==> config.mk <==
export PLATFORM = sky130hd
export DESIGN_NAME = axis_to_avst_flat
export DESIGN_NICKNAME = d
export VERILOG_FILES = /design/src/rtl/axis_to_avst_if.sv /design/src/rtl/axis_to_avst.sv /design/src/flat_wrapper.sv
export SDC_FILE = /design/constraint.sdc
export NUM_CORES = 2
export LEC_CHECK = 0
export ABC_AREA = 1
export ABC_CLOCK_PERIOD_IN_PS = 1950
export CAP_MARGIN = 30
export CORE_AREA = 3 3 430 432
export DETAILED_ROUTE_END_ITERATION = 8
export DIE_AREA = 0 0 433 435
export PLACE_DENSITY = 0.52
export SLEW_MARGIN = 10
export SYNTH_ARGS = -nofsm -noshare
export SYNTH_HDL_FRONTEND = slang
export SYNTH_SLANG_ARGS = --single-unit
==> constraint.sdc <==
create_clock -name clk -period 1.95 [get_ports clk]
set_input_delay 0.2925 -clock clk [delete_from_list [all_inputs] [get_ports clk]]
set_output_delay 0.2925 -clock clk [all_outputs]
set_load 0.05 [all_outputs]
==> src/rtl/axis_to_avst_if.sv <==
// rtl/axis_to_avst_if.sv - AXIS ingress and Avalon-ST egress signal bundle for axis_to_avst
interface axis_to_avst_if #(
    parameter int DWIDTH    = 512,
    parameter int ERR_WIDTH = 6
);
    localparam int KEEP_WIDTH = DWIDTH / 8;
    localparam int EMPTY_MSB  = $clog2(KEEP_WIDTH);

    logic                  axis_tvalid;
    logic                  axis_tready;
    logic [DWIDTH-1:0]     axis_tdata;
    logic [KEEP_WIDTH-1:0] axis_tkeep;
    logic                  axis_tlast;
    logic                  axis_tuser;

    logic                  avst_ready;
    logic                  avst_valid;
    logic                  avst_start;
    logic                  avst_end;
    logic [DWIDTH-1:0]     avst_data;
    logic [EMPTY_MSB-1:0]  avst_empty;
    logic [ERR_WIDTH-1:0]  avst_error;

    // master: the packet source / sink environment around the bridge
    modport master (
        output axis_tvalid, axis_tdata, axis_tkeep, axis_tlast, axis_tuser, avst_ready,
        input  axis_tready, avst_valid, avst_start, avst_end, avst_data, avst_empty, avst_error
    );

    // slave: the bridge itself
    modport slave (
        input  axis_tvalid, axis_tdata, axis_tkeep, axis_tlast, axis_tuser, avst_ready,
        output axis_tready, avst_valid, avst_start, avst_end, avst_data, avst_empty, avst_error
    );
endinterface

==> src/rtl/axis_to_avst.sv <==
// rtl/axis_to_avst.sv - AXIS to Avalon-ST bridge with byte swap, SOP/EOP, empty, error and 2-entry skid
// Optional tkeep legality check enabled by AXIS_TO_AVST_KEEP_CHECK_EN (adds keep_err port, avst_error[1]).
module axis_to_avst #(
    parameter int DWIDTH    = 512,
    parameter int ERR_WIDTH = 6
) (
    input  logic clk,
    input  logic rst_n,
    axis_to_avst_if.slave bus
`ifdef AXIS_TO_AVST_KEEP_CHECK_EN
    ,
    output logic keep_err
`endif
);
    localparam int KEEP_WIDTH = DWIDTH / 8;
    localparam int EMPTY_MSB  = $clog2(KEEP_WIDTH);
    localparam int CW         = EMPTY_MSB + 1;
    localparam int BW         = DWIDTH + EMPTY_MSB + 2 + ERR_WIDTH;

    logic [BW-1:0]        main_beat, skid_beat, conv_beat;
    logic                 main_valid, skid_valid, tready_r, in_pkt;
    logic [DWIDTH-1:0]    conv_data;
    logic [CW-1:0]        keep_cnt, empty_full;
    logic [EMPTY_MSB-1:0] conv_empty;
    logic [ERR_WIDTH-1:0] conv_error;
    logic                 accept, out_free, skid_fill, skid_drain;
`ifdef AXIS_TO_AVST_KEEP_CHECK_EN
    logic [KEEP_WIDTH-1:0] keep_plus;
    logic                  keep_bad;
`endif

    assign accept     = bus.axis_tvalid & tready_r;
    assign out_free   = ~main_valid | bus.avst_ready;
    assign skid_fill  = accept & ~out_free;
    assign skid_drain = skid_valid & out_free;

    always_comb begin
        conv_data = '0;
        keep_cnt  = '0;
        for (int i = 0; i < KEEP_WIDTH; i++) begin
            conv_data[8*i +: 8] = bus.axis_tdata[8*(KEEP_WIDTH-1-i) +: 8];
            keep_cnt            = keep_cnt + CW'(bus.axis_tkeep[i]);
        end
        empty_full = CW'(KEEP_WIDTH) - keep_cnt;
        // an all-zero tkeep is illegal; report it as the emptiest legal beat
        if (keep_cnt == '0) begin
            conv_empty = EMPTY_MSB'(KEEP_WIDTH - 1);
        end else begin
            conv_empty = empty_full[EMPTY_MSB-1:0];
        end
        conv_error    = '0;
        conv_error[0] = bus.axis_tuser & bus.axis_tlast;
`ifdef AXIS_TO_AVST_KEEP_CHECK_EN
        keep_plus     = bus.axis_tkeep + KEEP_WIDTH'(1);
        keep_bad      = (bus.axis_tkeep == '0)
                      | ((bus.axis_tkeep & keep_plus) != '0)
                      | (~bus.axis_tlast & ~(&bus.axis_tkeep));
        conv_error[1] = keep_bad;
`endif
        conv_beat = {conv_data, conv_empty, ~in_pkt, bus.axis_tlast, conv_error};
    end

    always_ff @(posedge clk or negedge rst_n) begin
        if (!rst_n) begin
            main_beat  <= '0;
            skid_beat  <= '0;
            main_valid <= 1'b0;
            skid_valid <= 1'b0;
            tready_r   <= 1'b0;
            in_pkt     <= 1'b0;
        end else begin
            if (out_free) begin
                if (skid_valid) begin
                    main_beat  <= skid_beat;
                    main_valid <= 1'b1;
                    skid_valid <= 1'b0;
                end else begin
                    main_valid <= accept;
                    if (accept) begin
                        main_beat <= conv_beat;
                    end
                end
            end else if (accept) begin
                skid_beat  <= conv_beat;
                skid_valid <= 1'b1;
            end
            if (accept) begin
                in_pkt <= ~bus.axis_tlast;
            end
            tready_r <= ~((skid_valid & ~skid_drain) | skid_fill);
        end
    end

`ifdef AXIS_TO_AVST_KEEP_CHECK_EN
    always_ff @(posedge clk or negedge rst_n) begin
        if (!rst_n) begin
            keep_err <= 1'b0;
        end else if (accept & keep_bad) begin
            keep_err <= 1'b1;
        end
    end
`endif

    assign bus.axis_tready = tready_r;
    assign bus.avst_valid  = main_valid;
    assign {bus.avst_data, bus.avst_empty, bus.avst_start, bus.avst_end, bus.avst_error} = main_beat;
endmodule

==> src/flat_wrapper.sv <==
// flat-port wrapper written by rule: the top's interface ports become plain ports
module axis_to_avst_flat 
#(
    parameter int DWIDTH    = 512,
    parameter int ERR_WIDTH = 6
)
  (clk, rst_n, bus_axis_tvalid, bus_axis_tdata, bus_axis_tkeep, bus_axis_tlast, bus_axis_tuser, bus_avst_ready, bus_axis_tready, bus_avst_valid, bus_avst_start, bus_avst_end, bus_avst_data, bus_avst_empty, bus_avst_error);
  axis_to_avst_if #(.DWIDTH(DWIDTH), .ERR_WIDTH(ERR_WIDTH)) bus_i ();
  input  logic clk;
  input  logic rst_n;
  input wire logic [$bits(bus_i.axis_tvalid)-1:0] bus_axis_tvalid;
  input wire logic [$bits(bus_i.axis_tdata)-1:0] bus_axis_tdata;
  input wire logic [$bits(bus_i.axis_tkeep)-1:0] bus_axis_tkeep;
  input wire logic [$bits(bus_i.axis_tlast)-1:0] bus_axis_tlast;
  input wire logic [$bits(bus_i.axis_tuser)-1:0] bus_axis_tuser;
  input wire logic [$bits(bus_i.avst_ready)-1:0] bus_avst_ready;
  output wire logic [$bits(bus_i.axis_tready)-1:0] bus_axis_tready;
  output wire logic [$bits(bus_i.avst_valid)-1:0] bus_avst_valid;
  output wire logic [$bits(bus_i.avst_start)-1:0] bus_avst_start;
  output wire logic [$bits(bus_i.avst_end)-1:0] bus_avst_end;
  output wire logic [$bits(bus_i.avst_data)-1:0] bus_avst_data;
  output wire logic [$bits(bus_i.avst_empty)-1:0] bus_avst_empty;
  output wire logic [$bits(bus_i.avst_error)-1:0] bus_avst_error;
  assign bus_i.axis_tvalid = bus_axis_tvalid;
  assign bus_i.axis_tdata = bus_axis_tdata;
  assign bus_i.axis_tkeep = bus_axis_tkeep;
  assign bus_i.axis_tlast = bus_axis_tlast;
  assign bus_i.axis_tuser = bus_axis_tuser;
  assign bus_i.avst_ready = bus_avst_ready;
  assign bus_axis_tready = bus_i.axis_tready;
  assign bus_avst_valid = bus_i.avst_valid;
  assign bus_avst_start = bus_i.avst_start;
  assign bus_avst_end = bus_i.avst_end;
  assign bus_avst_data = bus_i.avst_data;
  assign bus_avst_empty = bus_i.avst_empty;
  assign bus_avst_error = bus_i.avst_error;
  axis_to_avst #(.DWIDTH(DWIDTH), .ERR_WIDTH(ERR_WIDTH)) u_core (.clk(clk), .rst_n(rst_n), .bus(bus_i));
endmodule
== Word-level counts from Yosys, hierarchy flattened ==
Index checks and enable logic that the tools add are counted.
Word-level totals
  flip-flop bits (word level): 1051
  bits in latches: 0
  bits in writable memories: 0
  bits in read-only memories: 0
  bits of input ports: 582
  output and inout bits: 528
  word-level logic and storage cells: 94
  memories: 0
Cells by class
  add/subtract/negate cells: 64
  $mul: 0
  div/mod/pow operators: 0
  magnitude comparators: 0
  eq/ne operators: 0
  shift operators: 0
  mux-type cells: 6
  bitwise logic cells: 13
  reduce and logical (&&, ||, !) cells: 5
Operators by type and width (count)
  $mux 526: 2
  $add 7x1->7: 62
  $logic_not 7->1: 1
  $mux 6: 1
  $not 1->1: 6
  $sub 1x6->6 const A: 1
  $and 1x1->1: 5
  $reduce_and 2->1: 2
  $reduce_bool 2->1: 2
  $mux 1: 3
  $add 1x1->2: 1
  $or 1x1->1: 2

== Logic depth before layout (Yosys ltp) ==
  depth in word-level cells: 67
  mapped depth: 28
  depth with buffers taken out: 28

== Least setup slack after synthesis ==
Ideal clock, no wire load.
  kind: in2reg
  from: input bus_axis_tkeep[0]
  to: register u_core.main_beat[10]
  setup time: 0.120 ns
  arrival: 6.077 ns
  required time: 1.830 ns
  path slack: -4.248 ns
  stages on the path: 23
  buffers on the path: 0
  path through: ha_1 -> inv_1 -> fa_1 -> fa_1 -> fa_1 -> fa_1 -> fa_1 -> fa_1 -> fa_1 -> fa_1 -> inv_1 -> fa_1 -> fa_1 -> inv_1 -> ha_1 -> inv_1 -> nor2_1 -> nand2_1 -> nor2_1 -> nand2_2 -> nand2_1 -> o21ai_1 -> nand2_1
Between the ends
  word-level cells in the longest chain between the ends: 67
  elaborated cells on any way between the ends: 68
  classes of those cells: add/sub (64); mux (3); reduce/logical (1)
Ends and longest elaborated chain
  start, declared: RTL line flat_wrapper.sv:13  | input wire logic [$bits(bus_i.axis_tkeep)-1:0] bus_axis_tkeep;
  $add 1x1->2 *: RTL line axis_to_avst.sv:42  | keep_cnt = keep_cnt + CW'(bus.axis_tkeep[i]);
  $add 7x1->7 * (62 in a row): RTL line axis_to_avst.sv:42
  $sub 1x6->6 or $logic_not 7->1 (tied branches): RTL line axis_to_avst.sv:44, axis_to_avst.sv:46
  $mux 6 *: RTL line axis_to_avst.sv:46  | if (keep_cnt == '0) begin
  $mux 526 *: RTL line axis_to_avst.sv:79  | if (accept) begin
  $mux 526 *: RTL line axis_to_avst.sv:73  | if (skid_valid) begin
  end signal, assigned: RTL line axis_to_avst.sv:74  | main_beat <= skid_beat;
  end signal, assigned: RTL line axis_to_avst.sv:80  | main_beat <= conv_beat;
  end, declared: RTL line axis_to_avst.sv:20  | logic [BW-1:0] main_beat, skid_beat, conv_beat;
Every way passes the cells marked *; elsewhere a longest branch is shown, timed or not. The select of a mux whose other input is x is not followed.
A chain may end at the register's enable or synchronous reset.

== Final worst setup path ==
  from: input bus_axis_tkeep[32]
  to: register u_core.main_beat[13]
Between the ends
  word-level cells in the longest chain between the ends: 36
  elaborated cells on any way between the ends: 37
  classes of those cells: add/sub (33); mux (3); reduce/logical (1)
Ends and longest elaborated chain (RTL line)
  $add 7x1->7 * (32 in a row): axis_to_avst.sv:42
  $sub 1x6->6 or $logic_not 7->1 (tied branches): axis_to_avst.sv:44, axis_to_avst.sv:46
  $mux 6 *: axis_to_avst.sv:46
  $mux 526 *: axis_to_avst.sv:79
  $mux 526 *: axis_to_avst.sv:73
Marked as above.

==> impl_metrics.ini <==
[min_path]
hold_path_class = in -> async

[global_route]
globalRoute.totalOverflow = 0
grt.busiest_layer = met2
grtUsageMet3_pct = 4.24
initial_antenna_violation_count = 40
met1_usage_pct = 23.0
met2_demand_to_capacity_share_in_global_routing_pct = 32.9
largest_net_degree_at_the_start_of_global_routing = 108
vias_in_the_first_global_route = 39500
global_route_wire_length_before_repair_um = 270000
grt_util_all_layers_pct = 19.0

[clock_tree]
worstSkewPairLatency_ps = 750
cts_buffers = 119
post_cts.repair.setup_buffers = 0
max-clock-path-buffers = 3
clock_sink_count = 1046
cts_tree = yes
clock_tree.htree_level_count = 3
worst_setup_hold_path_clk_slew_ps = 60
clock-root-buffer = sky130_fd_sc_hd__clkbuf_16

[logic_synthesis]
number_of_warning_messages_in_the_yosys_log = 0
post_synth_num_cell_types = 26
synth.yosys.seq_area_share_pct = 58.1
post_synth_inst_count = 5295
postSynthAreaPerCell_um2 = 8.50
syn_area_um2 = 45000
postSynthRegisterBits = 1046

[route]
drt_iter0_markers = 2885
drc_errors = 0
wl_per_cell_um = 20.7
antenna_violating_nets_post_route = 0
route.vias.total = 40000
drt_first_pass_iters = 6
route.detailed.vias_per_inst = 4.50
routed_wl_um = 184000

[sta]
finalCritPeriodShare_pct = 294
grt_setup_unrepaired = true
timing_worst_slew_pin_value_ps = 699
finalSetupViolCount = 12
worst_slack_ps = -3780
maxSlewViolCount = 0
hold_viol_final = 0
timing.max_slew.rel_slack_pct = 53.4
layout_skew_ps = 27.1
maxClockFrequency_mhz = 175
finalCriticalPeriod_ps = 5730
hold_slack_ps = 99.6

[final_layout]
finalInstanceArea_um2 = 64000
post-route-util_pct = 35.4
area_growth_syn_to_layout_pct = 42.2
layout_commonest_cell = sky130_fd_sc_hd__nand2_1
layout_common_cells = sky130_fd_sc_hd__nand2_1 (2616), sky130_fd_sc_hd__dfrtp_1 (1045), sky130_fd_sc_hd__clkdlybuf4s50_1 (549), sky130_fd_sc_hd__nor2_1 (523), sky130_fd_sc_hd__a31oi_1 (507)
finish.net_count = 7051
layout-drive-gt1-share_pct = 15.2

[status]
failed_checks = negative setup slack
run_status = finished, violations left

[floorplanning]
core_area_um2 = 181000
die-height_um = 435
boundaryPins = 1110
initial_utilization_pct = 24.9
dieArea_um2 = 188000
floorplan.rows = 156
die_width_um = 433

[power_and_ir_drop]
finalPower_w = 0.108
pwr_density_cell_nw_per_um2 = 1690
leakage_nw = 30.1
worst_ir_drop_on_vdd_uv = 2900

[setup_path]
setup.worst_path.end_class = register
critical_path_peak_fanout = 5
cp-start-kind = input port
cp_data_required_time_ps = 2620
timing.critical_path.arrival_ps = 6400
critPathKind = in -> reg

[place]
dp_hpwl_um = 137000
globalplace.congestion = 0.848
place_area_um2 = 59700
portBuffers = 1104

[flow_run]
maxCapViolCount = 0
power breakdown:
part	switching (W)	internal [W]	total [W]
Sequential	0.00486	0.0286	0.0335
Combinational	0.0330	0.0186	0.0515
Clock	0.00971	0.0132	0.0229
metal layers:
metal	vias up	part of all wire, %
li1	19000	-
met1	19600	40
met3	255	5.9
met5	-	0.064
met2	1187	50
met4	18	3.7
worst max-delay path: stages:
cell and delay, ps:
sky130_fd_sc_hd__dlygate4sd2_1 260, sky130_fd_sc_hd__fa_1 520, sky130_fd_sc_hd__inv_1 50, sky130_fd_sc_hd__fa_1 470
sky130_fd_sc_hd__fa_1 610, sky130_fd_sc_hd__fa_1 450, sky130_fd_sc_hd__fa_1 480, sky130_fd_sc_hd__fa_1 520
sky130_fd_sc_hd__fa_1 450, sky130_fd_sc_hd__fa_1 510, sky130_fd_sc_hd__inv_2 40, sky130_fd_sc_hd__fa_2 350
sky130_fd_sc_hd__fa_2 450, sky130_fd_sc_hd__inv_2 90, sky130_fd_sc_hd__ha_4 140, sky130_fd_sc_hd__inv_2 40
sky130_fd_sc_hd__nor2_4 120, sky130_fd_sc_hd__nand2_4 70, sky130_fd_sc_hd__nor2_4 160, sky130_fd_sc_hd__nand2_4 90
sky130_fd_sc_hd__nand4_1 90, sky130_fd_sc_hd__nand2_1 60, sky130_fd_sc_hd__nand2_1 70
registers in the layout (all words and copies together) (netlist names):
name / flops
u_core.skid_valid: 1
u_core.main_beat: 521
u_core.in_pkt: 1
u_core.bus.axis_tready: 1
u_core.skid_beat: 521
u_core.bus.avst_valid: 1
path summary, 6_finish.rpt:
check / startpoint / endpoint / slack (ps) / depth (start not counted)
min in group clk: bus_axis_tdata[429] / u_core.skid_beat[99]$_DFFE_PN0P_ / 100 / 3
hold / removal: rst_n / u_core.skid_beat[428]$_DFFE_PN0P_ / 100 / 2
max in group asynchronous: rst_n / u_core.main_beat[156]$_DFFE_PN0P_ / 790 / 3
setup / recovery: bus_axis_tkeep[32] / u_core.main_beat[13]$_DFFE_PN0P_ / -3780 / 23
hold reg to reg: u_core.skid_beat[234]$_DFFE_PN0P_ / u_core.skid_beat[234]$_DFFE_PN0P_ / 470 / 2
setup reg to reg: u_core.skid_valid$_DFFE_PN0P_ / u_core.main_beat[323]$_DFFE_PN0P_ / 140 / 5
what timing repair did:
item,4_1_cts,5_1_grt
pin swaps,37,30
cloned,1,0
endpoints found under the setup margin,353,14
gates resized for setup,1158,33
hold buffers,5,0
endpoints found under the hold margin,669,0
kinds of logic after synthesis:
logic type / after synthesis / synth area share [%]
other: 1 / 0.00833
AND/OR/NAND/NOR: 3168 / 26.5
XOR/XNOR: 3 / 0.0584
buffers and inverters: 471 / 4.90
adder cells (fa/ha/maj): 71 / 2.87
AO/OA/AOI/OAI: 535 / 7.49
flip-flops: 1046 / 58.1
through the flow:
stage / cells / worst slack, ps / setup TNS, ps
after global routing: 8879 / -3900 / -46400
after floorplan: 5299 / -4140 / -49130
final: 8888 / -3780 / -45120
after CTS: 8866 / -3900 / -46520
after detailed placement: 8641 / -4930 / -102890
after global placement: 8641 / -4930 / -101750
area by class of cell:
cell class / count / area [um2]
fillers: 18700 / 117000
flip-flops and latches: 1046 / 26200
multi-input cells: 3783 / 16700
repair buffers: 1326 / 13600
clock buffers: 174 / 3470
well taps: 2370 / 2970
clock inverters: 45 / 513
inverters: 122 / 498
diodes: 22 / 55.1
Yosys cell counts, drive strengths merged:
| cell type | n | area, um2 |
|---|---|---|
| clkbuf | 129 | 484 |
| xor2 | 2 | 17.5 |
| ha | 17 | 213 |
| nand4 | 4 | 25.0 |
| xnor2 | 1 | 8.76 |
| conb | 1 | 3.75 |
| dfrtp | 1046 | 26200 |
| buf | 220 | 1260 |
| a31oi | 515 | 3270 |
| o21ai | 14 | 70.1 |
| fa | 54 | 1080 |
| inv | 122 | 463 |
| nand3 | 11 | 55.1 |
| a21oi | 6 | 30.0 |
| nor2 | 529 | 1990 |
| nand2 | 2624 | 9860 |
(Power assumes the default switching activity.)
